`config.mk`:
```
export PLATFORM = sky130hd
export DESIGN_NAME = unified_mem_arbiter
export DESIGN_NICKNAME = d
export VERILOG_FILES = /design/src/rtl/unified_mem_arbiter.sv
export SDC_FILE = /design/constraint.sdc
export NUM_CORES = 1
export LEC_CHECK = 0
export BUFFER_PORTS_ARGS = -buffer_cell sky130_fd_sc_hd__buf_2
export CAP_MARGIN = 40
export CORE_AREA = 2 2 131 133
export DETAILED_ROUTE_END_ITERATION = 7
export DIE_AREA = 0 0 133 135
export HOLD_SLACK_MARGIN = 0.02
export SLEW_MARGIN = 0
export SYNTH_ARGS = -nofsm -noshare
export SYNTH_HDL_FRONTEND = slang
export SYNTH_SLANG_ARGS = --single-unit
```
`constraint.sdc`:
```
create_clock -name clk -period 2.2 [get_ports clk]
set_input_delay 0.44 -clock clk [delete_from_list [all_inputs] [get_ports clk]]
set_output_delay 0.44 -clock clk [all_outputs]
set_load 0.05 [all_outputs]
```
`src/rtl/unified_mem_arbiter.sv`:
```
// Shares one single-port req/ready memory between the fetch stage and the lw/sw stage.
// Round-robin on ties, one access in flight, flushed fetches are drained and discarded.
module unified_mem_arbiter #(
  parameter int ADDR_W = 32,
  parameter int DATA_W = 32
) (
  input  logic              clk,
  input  logic              rst,
  input  logic              if_req,
  input  logic [ADDR_W-1:0] if_addr,
  input  logic              if_cancel,
  output logic [DATA_W-1:0] if_rdata,
  output logic              if_done,
  output logic              if_stall,
  input  logic              dm_read,
  input  logic              dm_write,
  input  logic [ADDR_W-1:0] dm_addr,
  input  logic [DATA_W-1:0] dm_wdata,
  output logic [DATA_W-1:0] dm_rdata,
  output logic              dm_done,
  output logic              dm_stall,
  output logic              mem_req,
  output logic              mem_we,
  output logic [ADDR_W-1:0] mem_addr,
  output logic [DATA_W-1:0] mem_wdata,
  input  logic [DATA_W-1:0] mem_rdata,
  input  logic              mem_ready
);

  typedef enum logic [2:0] {IDLE, FETCH, DATA, RESP_IF, RESP_DM} state_e;

  localparam logic GNT_IF = 1'b0;
  localparam logic GNT_DM = 1'b1;

  state_e             state_q, state_d;
  logic               discard_q, discard_d;
  logic               last_grant_q, last_grant_d;
  logic               mem_we_q, mem_we_d;
  logic [ADDR_W-1:0]  mem_addr_q, mem_addr_d;
  logic [DATA_W-1:0]  mem_wdata_q, mem_wdata_d;
  logic [DATA_W-1:0]  if_rdata_q, if_rdata_d;
  logic [DATA_W-1:0]  dm_rdata_q, dm_rdata_d;
  logic               dm_pend, grant_dm, grant_if;

  assign dm_pend  = dm_read | dm_write;
  // On a tie the requester that did not win last time goes first.
  assign grant_dm = dm_pend & (~if_req | (last_grant_q == GNT_IF));
  assign grant_if = if_req & ~grant_dm;

  always_comb begin
    state_d      = state_q;
    discard_d    = discard_q;
    last_grant_d = last_grant_q;
    mem_we_d     = mem_we_q;
    mem_addr_d   = mem_addr_q;
    mem_wdata_d  = mem_wdata_q;
    if_rdata_d   = if_rdata_q;
    dm_rdata_d   = dm_rdata_q;
    unique case (state_q)
      IDLE: begin
        if (grant_dm) begin
          mem_addr_d   = dm_addr;
          mem_wdata_d  = dm_wdata;
          mem_we_d     = dm_write;
          last_grant_d = GNT_DM;
          state_d      = DATA;
        end else if (grant_if) begin
          mem_addr_d   = if_addr;
          mem_we_d     = 1'b0;
          last_grant_d = GNT_IF;
          state_d      = FETCH;
        end
      end
      FETCH: begin
        if (if_cancel) discard_d = 1'b1;
        // The memory cannot abort, so a flushed fetch still waits for ready.
        if (mem_ready) begin
          discard_d = 1'b0;
          if (discard_q | if_cancel) begin
            state_d = IDLE;
          end else begin
            if_rdata_d = mem_rdata;
            state_d    = RESP_IF;
          end
        end
      end
      DATA: begin
        if (mem_ready) begin
          if (!mem_we_q) dm_rdata_d = mem_rdata;
          mem_we_d = 1'b0;
          state_d  = RESP_DM;
        end
      end
      RESP_IF: state_d = IDLE;
      RESP_DM: state_d = IDLE;
      default: state_d = IDLE;
    endcase
  end

  always_ff @(posedge clk or negedge rst) begin
    if (!rst) begin
      state_q      <= IDLE;
      discard_q    <= 1'b0;
      last_grant_q <= GNT_IF;
      mem_we_q     <= 1'b0;
      mem_addr_q   <= '0;
      mem_wdata_q  <= '0;
      if_rdata_q   <= '0;
      dm_rdata_q   <= '0;
    end else begin
      state_q      <= state_d;
      discard_q    <= discard_d;
      last_grant_q <= last_grant_d;
      mem_we_q     <= mem_we_d;
      mem_addr_q   <= mem_addr_d;
      mem_wdata_q  <= mem_wdata_d;
      if_rdata_q   <= if_rdata_d;
      dm_rdata_q   <= dm_rdata_d;
    end
  end

  assign mem_req   = (state_q == FETCH) | (state_q == DATA);
  assign mem_we    = mem_we_q;
  assign mem_addr  = mem_addr_q;
  assign mem_wdata = mem_wdata_q;
  assign if_rdata  = if_rdata_q;
  assign dm_rdata  = dm_rdata_q;
  assign if_done   = (state_q == RESP_IF) & ~if_cancel;
  assign dm_done   = (state_q == RESP_DM);
  assign if_stall  = if_req & ~if_done;
  assign dm_stall  = dm_pend & ~dm_done;

endmodule
```
==> summary.txt <==
Run status
  – Status: finished clean

Worst setup path
  – Highest net fanout along the worst path: 9
  – Worst Setup Start Kind: flip-flop
  – Kind of critical path: reg -> out
  – Nature of the critical path endpoint: output pin
  – RR Endpoint: if_rdata[31]$_DFFE_PN0P_
  – Reg-to-reg startpoint: state_q[0]$_DFFE_PN0P_
  – Reg2reg setup slack: 0.36 ns
  – CP required: 1.76 ns
  – Reg2reg path depth: 4
  – Critical path arrival: approximately 1.7 ns

Timing
  – Tightest Pin Transition: 0.624 ns
  – Fin crit period: 2.09 ns
  – Setup TNS: 0 ns
  – Clock skew: 0.00970 ns
  – Tcrit/Tclk final: 94.9%
  – Max Slew Vio Count: 0
  – Setup violations, final: 0
  – Fin. Hold Viols: 0
  – Slew HR: 58.1%
  – Unrepaired setup endpoints after global routing: no
  – Peak Freq: 479 MHz

Yosys
  – Synthesized instance count: 423
  – Seq cells post-synth: between 100 and 150
  – Asr flop ratio synth: 100%
  – YS warnings: 0
  – Syn nets: about 560
  – Synth Flop Type: dfrtp_1
  – Synth top area share: 60.4%
  – Mapped cell area: 0.00555 mm^2
  – Post-synth EDFFs: 0
  – Synth cell types: 32
  – Main area contributors after synthesis: dfrtp_1 60%, mux2_2 13%, mux2_4 8.1%
  – Area leader, netlist: dfrtp_1
  – Syn_area_per_cell: 13.1 um^2
  – Top cells by count, synth: 134 x dfrtp_1, 68 x nand2_1, 66 x mux2_2, 34 x a21oi_1, 32 x a31oi_1
  – Seq/Total Area, Yosys: 60.4%
  – Most frequent cell after synthesis: dfrtp_1

Clock tree
  – Clock sink total: 134
  – Max clock buf depth: 2
  – CTS tree: yes
  – Num CTS Buffers: 17
  – H-tree depth: 4
  – Clock transition at path regs: around 0.06 ns
  – Worst skew pair latency: 0.42 ns
  – Root Driver: clkbuf_16
  – Post-CTS Setup Bufs: 0

Global routing
  – Total Routing Usage GR: 16.5%
  – Initial antenna violation count: 0
  – Global-route wire length before repair: 23400 um
  – Gr ovfl total: 0
  – Number of global-route vias before repair: around 4600
  – Pin count of the biggest net entering global routing: 54

Layout
  – Antenna diodes: 0
  – Layout area overhead: 41.6%
  – # fillers: between 1500 and 2000
  – Share of cells above drive strength 1: slightly below 60%
  – Fin area: 0.00787 mm^2
  – Non-filler cells, final: 930
  – Nets: 832

Die
  – Die Y-Extent: 135 um
  – Die Area: 0.0180 mm^2
  – Chip width: about 130 um
  – Num rows: 47
  – Core area: between 0.015 and 0.02 mm^2
  – Starting density of the core: 33.9%
  – Ports: ~270

Place
  – Port bufs: about 270
  – Routability-driven placement congestion ratio: 0.810
  – Placed cell area: 0.00719 mm^2
  – Sum of net half-perimeters after detailed placement: 10700 um
  – Dpl cells: 897

Drt
  – Drt drc: 0
  – WL per Instance: 15.8 um
  – Via density per instance: 4.76
  – Vias: 4426
  – Drt initial violations: 166
  – ANT nets after route: 0
  – Final wirelength: 14700 um
  – Number of iterations in the first detailed-routing pass: 4

Hold path
  – Hold crit path type: in -> reg
  – HP Start: dm_wdata[20]
  – Hold Path Stages: 2
  – Hold path endpoint: mem_wdata[20]$_DFFE_PN0P_

Job
  – MaxCap Viol Count: 0
## layer usage
metal | share of wire [%] | routed length [um] | track usage [%] | vias to the layer above
met1 | 40 | 5940 | 20.5 | 2132
met2 | 50 | 7370 | 27.6 | 230
met4 | 1.7 | 255 | 6.45 | 0
li1 | - | - | - | 2043
met3 | 7.7 | 1140 | 4.35 | 21
met5 | 0 | 0 | 0 | -
## stage by stage
stage          util [%]  hold WS, ns  setup slack, ns
2_1_floorplan         -        0.144           -0.284
3_3_place_gp       43.8        0.388            0.438
3_5_place_dp       43.8        0.399            0.373
4_1_cts            47.9        0.235           0.0404
5_1_grt            47.9        0.234          0.00814
6_report           47.9        0.256            0.113
## sequential cells by signal, summed over array words and instances, names as in the netlist
| register | count |
|---|---|
| if_rdata | 32 |
| last_grant_q | 1 |
| discard_q | 1 |
| mem_we | 1 |
| mem_wdata | 32 |
| mem_addr | 32 |
| state_q | 3 |
| dm_rdata | 32 |
## placed cells by master (no fill, tap or decap), drive strengths merged
master / Yosys / layout
nor3: 2 / 2
dfrtp: 134 / 134
a32oi: 1 / 1
nor4b: 1 / 1
inv: 3 / 8
clkinvlp: 0 / 1
nor2b: 1 / 1
o21ai: 3 / 3
a31oi: 32 / 32
dlygate4sd3: 0 / 1
a2bb2oi: 1 / 1
a21oi: 34 / 34
nor3b: 2 / 2
bufinv: 0 / 4
nor2: 6 / 6
nand3: 2 / 2
nand4bb: 1 / 1
xnor2: 1 / 1
or3: 3 / 3
o2bb2ai: 1 / 1
nand2: 69 / 69
o32ai: 1 / 1
buf: 14 / 281
clkinv: 0 / 2
mux2: 96 / 96
a22oi: 1 / 1
o22ai: 1 / 1
clkbuf: 13 / 20
## timing repair
item / 4_1_cts / 5_1_grt
resized for setup: 1 / 1
pin swaps: 0 / 0
hold buffers: 1 / 0
setup endpoints to repair: 2 / 2
hold endpoints to repair: 40 / 0
## worst max-delay path by stage
stage	depth (start not counted)	slack [ns]	from	end
after floorplan	4	-0.28	state_q[1]$_DFFE_PN0P_	if_stall
after global placement	4	0.44	state_q[0]$_DFFE_PN0P_	if_rdata[0]$_DFFE_PN0P_
after detailed placement	5	0.37	dm_write	mem_addr[24]$_DFFE_PN0P_
after CTS	3	0.04	state_q[2]$_DFFE_PN0P_	if_stall
after global routing	3	0.008	state_q[2]$_DFFE_PN0P_	if_stall
final	3	0.11	state_q[2]$_DFFE_PN0P_	if_stall
## cell families after synthesis
family          Yosys count  synth area share, %
buf+inv                  30                 2.82
flops                   134                 60.4
xor+xnor                  1                0.158
compound gates           75                 7.93
mux                      96                 21.5
simple gates             87                 7.23
## area by class of cell
class,instances,area [um^2],area share (%)
Timing Repair Buffer,282,1490,19.0
Sequential cell,134,3350,42.6
Tap cell,220,275,3.50
Clock inverter,12,188,2.39
Clock buffer,20,467,5.93
Inverter,3,11.3,0.143
Multi-Input combinational cell,259,2080,26.4
## critical path, stage by stage (launching register included)
cell and delay (ns):
dfrtp_1 0.51, nor4b_4 0.40, nor2b_1 0.10, buf_2 0.22
Power is not shown: default switching activity piles up to over one toggle a cycle in this logic, so the estimate is an artifact.
